## config.mk

```make
export PLATFORM = sky130hd
export DESIGN_NAME = bin2bcd_wide
export DESIGN_NICKNAME = d
export VERILOG_FILES = /design/src/rtl/bin2bcd_wide_pkg.sv /design/src/rtl/bin2bcd_wide_bcd_add3.sv /design/src/rtl/bin2bcd_wide.sv
export SDC_FILE = /design/constraint.sdc
export NUM_CORES = 1
export LEC_CHECK = 0
export BUFFER_PORTS_ARGS = -buffer_cell sky130_fd_sc_hd__buf_4
export CELL_PAD_IN_SITES_DETAIL_PLACEMENT = 0
export CELL_PAD_IN_SITES_GLOBAL_PLACEMENT = 2
export CORE_MARGIN = 1.5
export CORE_UTILIZATION = 37
export CTS_BUF_LIST = sky130_fd_sc_hd__clkbuf_2 sky130_fd_sc_hd__clkbuf_4 sky130_fd_sc_hd__clkbuf_8
export CTS_CLUSTER_SIZE = 12
export DETAILED_ROUTE_END_ITERATION = 16
export HOLD_SLACK_MARGIN = 0.05
export PLACE_DENSITY_LB_ADDON = 0.3
export SYNTH_ARGS = -nofsm -noshare
export SYNTH_HDL_FRONTEND = slang
export SYNTH_HIERARCHICAL = 1
export SYNTH_SLANG_ARGS = --single-unit
```

## constraint.sdc

```tcl
create_clock -name clk -period 2.25 [get_ports clk]
set_clock_uncertainty 0.05 [all_clocks]
set_input_delay 0.45 -clock clk [delete_from_list [all_inputs] [get_ports clk]]
set_output_delay 0.45 -clock clk [all_outputs]
set_load 0.05 [all_outputs]
```

## src/rtl/bin2bcd_wide_pkg.sv

```systemverilog
// rtl/bin2bcd_wide_pkg.sv - shared FSM encoding, BCD correction constants and range check
package bin2bcd_wide_pkg;

  typedef enum logic [1:0] {
    ST_IDLE = 2'b00,
    ST_OP   = 2'b01,
    ST_DONE = 2'b10
  } state_t;

  localparam logic [3:0] ADD3_THRESHOLD = 4'd5;
  localparam logic [3:0] ADD3_OFFSET    = 4'd3;

  // 10^digits > 2^bin_w  <=>  digits*log2(10) > bin_w; log2(10) is irrational so ties never occur
  function automatic bit bcd_range_ok(input int bin_w, input int digits);
    return (longint'(digits) * 64'sd3321928095) > (longint'(bin_w) * 64'sd1000000000);
  endfunction

endpackage

```

## src/rtl/bin2bcd_wide_bcd_add3.sv

```systemverilog
// rtl/bin2bcd_wide_bcd_add3.sv - combinational double-dabble digit corrector (>=5 then +3)
module bcd_add3
  import bin2bcd_wide_pkg::*;
(
  input  logic [3:0] digit,
  output logic [3:0] corrected
);

  assign corrected = (digit >= ADD3_THRESHOLD) ? (digit + ADD3_OFFSET) : digit;

endmodule

```

## src/rtl/bin2bcd_wide.sv

```systemverilog
// rtl/bin2bcd_wide.sv - sequential BIN_W-bit to DIGITS-digit BCD converter; BIN2BCD_LZB_EN enables leading-zero blanking
module bin2bcd_wide
  import bin2bcd_wide_pkg::*;
#(
  parameter int BIN_W  = 20,
  parameter int DIGITS = 7
) (
  input  logic                  clk,
  input  logic                  reset_n,
  input  logic                  start,
  input  logic [BIN_W-1:0]      bin,
  output logic                  ready,
  output logic                  done_tick,
  output logic [4*DIGITS-1:0]   bcd,
  output logic [DIGITS-1:0]     blank
);

  localparam int CNT_W = $clog2(BIN_W + 1);

  generate
    if (!bcd_range_ok(BIN_W, DIGITS)) begin : g_range_check
      $error("bin2bcd_wide: DIGITS too small to hold 2^BIN_W-1");
    end
  endgenerate

  state_t              state, state_next;
  logic [CNT_W-1:0]    count;
  logic [BIN_W-1:0]    shift;
  logic [4*DIGITS-1:0] work;
  logic [4*DIGITS-1:0] corrected;
  logic [4*DIGITS-1:0] work_shifted;
  logic                accept;
  logic                last_iter;

  for (genvar i = 0; i < DIGITS; i++) begin : g_digit
    bcd_add3 u_add3 (
      .digit     (work[4*i +: 4]),
      .corrected (corrected[4*i +: 4])
    );
  end

  // The top bit of the corrected top digit falls off: the range check guarantees it is zero.
  assign work_shifted = {corrected[4*DIGITS-2:0], shift[BIN_W-1]};
  assign accept       = (state == ST_IDLE) && start;
  assign last_iter    = (state == ST_OP) && (count == CNT_W'(1));

  always_ff @(posedge clk or negedge reset_n) begin
    if (!reset_n) state <= ST_IDLE;
    else          state <= state_next;
  end

  always_comb begin
    state_next = state;
    case (state)
      ST_IDLE: if (start) state_next = ST_OP;
      ST_OP:   if (last_iter) state_next = ST_DONE;
      ST_DONE: state_next = ST_IDLE;
      default: state_next = ST_IDLE;
    endcase
  end

  always_comb begin
    ready     = (state == ST_IDLE);
    done_tick = (state == ST_DONE);
  end

  always_ff @(posedge clk or negedge reset_n) begin
    if (!reset_n) begin
      count <= '0;
      shift <= '0;
      work  <= '0;
      bcd   <= '0;
    end else begin
      if (accept) begin
        shift <= bin;
        work  <= '0;
        count <= CNT_W'(BIN_W);
      end else if (state == ST_OP) begin
        shift <= {shift[BIN_W-2:0], 1'b0};
        work  <= work_shifted;
        count <= count - 1'b1;
      end
      if (last_iter) bcd <= work_shifted;
    end
  end

`ifdef BIN2BCD_LZB_EN
  logic [DIGITS-1:0] blank_next;
  logic              zero_above;

  always_comb begin
    blank_next    = '0;
    zero_above    = 1'b1;
    for (int i = DIGITS - 1; i >= 1; i--) begin
      zero_above    = zero_above & (work_shifted[4*i +: 4] == 4'd0);
      blank_next[i] = zero_above;
    end
  end

  always_ff @(posedge clk or negedge reset_n) begin
    if (!reset_n)       blank <= '0;
    else if (last_iter) blank <= blank_next;
  end
`else
  assign blank = '0;
`endif

endmodule

```

==> impl_metrics.toml, run 1 <==
[die]
die_w_um = 109
core_area_sq_um = 10900
fp.dieArea_sq_um = 11800
ioPinCount = 60
fp.dieH_um = 109
num_rows = 38
start_util_pct = 38.0

[power_and_ir_drop]
power_switching_mw = 3.42
ir_drop_uv = 560
internal-power_mw = 4.44
p_leak_nw = 2.52
p_per_area_nw_per_um2 = 1600
p_seq_share_pct = 34.2
p_clk_share_pct = 17.8
switching_share_pct = 43.5
p_comb_share_pct = 48.0

[clock_network]
ctsHoldBuffers = 1
cts_tree = "yes"
cts_buffers = 9
cts_max_level = 3
ctsResizeCount = 0
clock_sinks = 83
cts_buffer_depth = 2
clkLatencyLatePin_ps = 360
cts_setup_buffers = 0
clockRootBuffer = "clkbuf_8"
path_clk_slew_ps = 90

[routing]
drc = 0
drt_pass1_iterations = 4
post_drt_wl_per_cell_um = 13.0
drt_iter0_drc = 109
ant_nets = 0
vias = 2987
viasPerCell = 4.83
wirelength_um = 8040

[yosys]
ys_warn_count = 6
syn_area_per_cell_sq_um = 9.81
syn_area_sq_um = 4140
syn_inst = 422

[setup_path]
required_ps = 1750
endpoint_kind = "primary output"
cp-start-kind = "register"
critPathMaxStageDelay_ps = 520
cpMaxStageDelayCell = "dfrtp_1"
arrival_ps = 1320
critPathKind = "reg2out"
path_cells = "inv_1 -> nor2_1 -> buf_4"
crit_fanout = 9

[sta]
fin_crit_sh_pct = 80.9
setup_violations = 0
finalHoldViolCount = 0
rsz0062_at_grt = "false"
fmax_mhz = 549
min_period_ps = 1820
fin_tns_setup_ps = 0
relSlewSlack_pct = 52.8
worst_pin_slew_ps = 708
maxSlewViolCount = 0

[global_routing]
grt_antenna_before_repair = 0
grt_max_degree = 48
met3_usage_pct = 4.60
grt_pass1_wl_um = 13800
overflow = 0
grt_use_met2_pct = 24.6
grt-busiest-layer = "met2"
use_met1_pct = 18.9
grt.total_usage_pct = 15.1
first_global_vias = 2953

[place]
portBuffers = 52
finalWeightedCongestion = 0.745
hpwl_um = 5500
placed_cells = 602

[status]
outcome = "finished, final reports clean"

[cells_and_area]
layoutNonFillerInstCount = 619
drive_above_1_share_pct = 24.4
fin_util_pct = 45.2
nets = 513
diodes = 0
area_growth_pct = 19.0

[min_path]
hold_class = "in2reg"

[flow_run]
maxCapViolations = 0
[path summary, 6_finish.rpt]
check | from | endpoint | slack (ps) | depth (start not counted)
worst max-delay path | state[1] | done_tick | 430 | 3
max in group asynchronous | reset_n | work[0] | 1060 | 3
min in group asynchronous | reset_n | bcd[22] | 510 | 2
worst max register to register | state[1] | count[1] | 490 | 3
worst min-delay path | bin[8] | shift[8] | 250 | 3
worst min register to register | shift[17] | shift[17] | 430 | 2
[power by group through the flow]
stage	combinational (mW)	clock, mW	sequential, mW
after floorplan	2.15	0	3.41
after global placement	3.79	0	2.70
after detailed placement	3.85	0	2.71
after CTS	3.85	1.44	2.69
after global routing	4.23	1.51	2.80
final	3.77	1.40	2.69
[state kept, by name (all words and copies together) (netlist names)]
| signal | flops |
|---|---|
| bcd | 28 |
| work | 28 |
| shift | 20 |
| count | 5 |
| state | 2 |
[through the flow]
step	area [sq um]	hold WS, ps	setup WS [ps]	power [mW]
global placement	4650	357	467	6.49
global route	4920	232	313	8.53
CTS	4920	235	414	7.98
floorplan	4160	104	608	5.56
finish	4920	250	429	7.86
detailed placement	4650	366	474	6.56
[critical path: cells and delay by family, from the launching register on]
kind | cells | cell delay [ps]
flops | 1 | 520
buf+inv | 2 | 310
simple gates | 1 | 130
[layout make-up]
cell class | instances | area [sq um]
Multi-Input combinational cell | 299 | 1850
Clock inverter | 7 | 140
Fill cell | 1054 | 5960
Clock buffer | 9 | 124
Inverter | 18 | 67.6
Tap cell | 140 | 175
Sequential cell | 83 | 2080
Timing Repair Buffer | 63 | 488
[placed cells by master, fill, tap and decap left out, types with 2 or more instances in the layout]
master	instances
nand2_1	126
nor2_1	10
nand3_1	29
mux2_2	19
conb_1	7
o21ai_1	6
a21oi_2	7
a22oi_1	19
ha_1	16
nand2b_1	14
inv_1	18
clkinvlp_4	2
dfrtp_1	83
bufinv_16	4
buf_4	61
clkbuf_8	9
mux2_4	9
o21ai_0	10
xnor2_1	7
mux2i_1	9
[per-layer routing]
| metal | up-vias | part of all wire (%) | wire length [um] |
|---|---|---|---|
| li1 | 1480 | - | - |
| met1 | 1455 | 47 | 3790 |
| met2 | 42 | 48 | 3850 |
| met3 | 10 | 3.5 | 283 |
| met4 | 0 | 1.5 | 118 |
| met5 | - | 0 | 0 |
No activity file was read; power rests on OpenSTA's default activity.
==> inputs of run 2 (changes only) <==
--- a/config.mk
+++ b/config.mk
@@ -5,11 +5,12 @@
 export SDC_FILE = /design/constraint.sdc
 export NUM_CORES = 1
 export LEC_CHECK = 0
+export ABC_AREA = 1
 export BUFFER_PORTS_ARGS = -buffer_cell sky130_fd_sc_hd__buf_4
 export CELL_PAD_IN_SITES_DETAIL_PLACEMENT = 0
 export CELL_PAD_IN_SITES_GLOBAL_PLACEMENT = 2
 export CORE_MARGIN = 1.5
-export CORE_UTILIZATION = 37
+export CORE_UTILIZATION = 35
 export CTS_BUF_LIST = sky130_fd_sc_hd__clkbuf_2 sky130_fd_sc_hd__clkbuf_4 sky130_fd_sc_hd__clkbuf_8
 export CTS_CLUSTER_SIZE = 12
 export DETAILED_ROUTE_END_ITERATION = 16
==> constraint.sdc (replaced) <==
create_clock -name clk -period 1.9 [get_ports clk]
set_clock_uncertainty 0.05 [all_clocks]
set_input_delay 0.38 -clock clk [delete_from_list [all_inputs] [get_ports clk]]
set_output_delay 0.38 -clock clk [all_outputs]
set_load 0.05 [all_outputs]
==> run 2 against run 1 <==
  * Die area rose by 12%
  * Non-clock buffer count did not move
  * Hold slack got worse by 99 ps
  * Worst setup slack got worse by 160 ps
  * Combinational power rose by 22%
  * Total power rose by 16%
  * Area after synthesis rose by 6.1%
  * Via count rose by 17%
  * Register-to-register slack got worse by 30 ps
  * Utilization fell by 2.4 points
  * Synthesized cell count rose by 32%
  * Critical path type unchanged
  * Largest power group unchanged
==> impl_metrics.toml, run 2 <==
[routing]
viasPerCell = 4.49
post_drt_wl_per_cell_um = 11.5
drt_pass1_iterations = 4
drc = 0
vias = 3503
ant_nets = 0
drt_iter0_drc = 159
wirelength_um = 8960

[setup_path]
arrival_ps = 1200
required_ps = 1470
endpoint_kind = "primary output"
cpMaxStageDelayCell = "dfrtp_1"
crit_family = "flip-flops"
critPathBufInv = 2
cp-start-kind = "register"
path_cells = "inv_1 -> nor2_1 -> buf_4"
critPathMaxStageDelay_ps = 430
crit_fanout = 3
critPathKind = "reg2out"

[cells_and_area]
final_area_sq_um = 5180
area_growth_pct = 18.0
nFillCells = 1312
drive_above_1_share_pct = 20.3
final_common_cell = "nand2_1"
multi_input_area_sq_um = 2000
nets = 646
reg_top3 = "bcd: 28 flops, work: 28 flops, shift: 20 flops"
diodes = 0
register_area_sq_um = 2080
mostFrequentLayoutCells = "nand2_1 (250), dfrtp_1 (83), nand3_1 (59)"

[sta]
worst_slack_ps = 274
fin_crit_sh_pct = 85.6
finalHoldViolCount = 0
fin_tns_setup_ps = 0
rsz0062_at_grt = "false"
fmax_mhz = 615
setup_violations = 0
min_period_ps = 1630
maxSlewViolCount = 0

[place]
finalWeightedCongestion = 0.792
portBuffers = 52
hpwl_um = 6200
dpl-instance-area_sq_um = 4940
pre_cts_slack_ps = 441

[yosys]
ys_warn_count = 6
syn_area_sq_um = 4390
syn_inst = 556
syn_area_per_cell_sq_um = 7.90

[global_routing]
first_global_vias = 3406
grt_max_degree = 51
grt.total_usage_pct = 15.1
grt_antenna_before_repair = 0
grt_pass1_wl_um = 15800
overflow = 0

[power_and_ir_drop]
p_leak_nw = 2.72
ir_drop_uv = 794
p_per_area_nw_per_um2 = 1760

[die]
fp.dieH_um = 115
fp.dieArea_sq_um = 13200
die_w_um = 115
num_rows = 40
ioPinCount = 60
core_area_sq_um = 12100
start_util_pct = 36.3

[clock_network]
ctsResizeCount = 0
path_clk_slew_ps = 90
cts_buffer_depth = 2
cts_tree = "yes"
clkLatencyLatePin_ps = 370
clock_sinks = 83
cts_buffers = 9
clockRootBuffer = "clkbuf_8"
cts_max_level = 3

[status]
outcome = "finished, final reports clean"

[min_path]
hold_class = "in2reg"

[flow_run]
maxCapViolations = 0
==> run 2: what timing repair did <==
action | 4_1_cts | 5_1_grt
hold endpoints to repair | 21 | 0
buffers inserted | 0 | 0
hold buffers | 1 | 0
==> run 2: final cells by class <==
cell class / instances / share of cell area [%]
Clock inverter: 4 / 1.40
Multi-Input combinational cell: 412 / 38.5
Tap cell: 168 / 4.06
Timing Repair Buffer: 63 / 10.1
Sequential cell: 83 / 40.1
Inverter: 38 / 2.75
Clock buffer: 12 / 3.07
==> run 2: through the flow <==
| stage | std cells | utilization (%) | power [mW] | hold WS [ps] |
|---|---|---|---|---|
| final | 780 | 42.8 | 9.11 | 152 |
| after global routing | 780 | 42.8 | 9.95 | 145 |
| after CTS | 780 | 42.8 | 9.28 | 129 |
| after detailed placement | 763 | 40.8 | 7.76 | 263 |
| after global placement | 763 | 40.8 | 7.68 | 262 |
| after floorplan | 562 | - | 6.66 | 34.4 |
==> run 2: final timing paths <==
| path | startpoint | endpoint | slack (ps) | depth (start not counted) |
|---|---|---|---|---|
| max in group asynchronous | reset_n | bcd[5] | 880 | 3 |
| hold / removal | bin[0] | shift[0] | 150 | 3 |
| setup / recovery | state[1] | done_tick | 270 | 3 |
| setup reg to reg | count[1] | bcd[19] | 460 | 8 |
| min in group asynchronous | reset_n | state[1] | 400 | 2 |
| hold reg to reg | bcd[14] | bcd[14] | 420 | 2 |
==> run 2: metal layers <==
| layer | track usage [%] | vias up | wire (um) |
|---|---|---|---|
| met2 | 24.9 | 47 | 4290 |
| met1 | 19.2 | 1629 | 4260 |
| met4 | 6.91 | 0 | 172 |
| met3 | 2.95 | 13 | 235 |
| li1 | - | 1814 | - |
| met5 | 0 | - | 0 |
==> run 2: worst reg2reg max path, stage by stage (launching register included) <==
cell	delay, ps
dfrtp_1	400
inv_1	80
ha_1	140
nand2_1	60
nor2_2	140
nand2_1	100
buf_4	230
nand2_1	90
nand2_1	50
==> run 2: report_power, final <==
part | switching (mW) | leakage, nW | internal [mW] | total [mW]
clock network | 0.635 | 0.116 | 0.825 | 1.46
logic | 3.05 | 1.54 | 1.54 | 4.59
registers | 0.563 | 1.06 | 2.50 | 3.06
total | 4.25 | 2.72 | 4.87 | 9.11
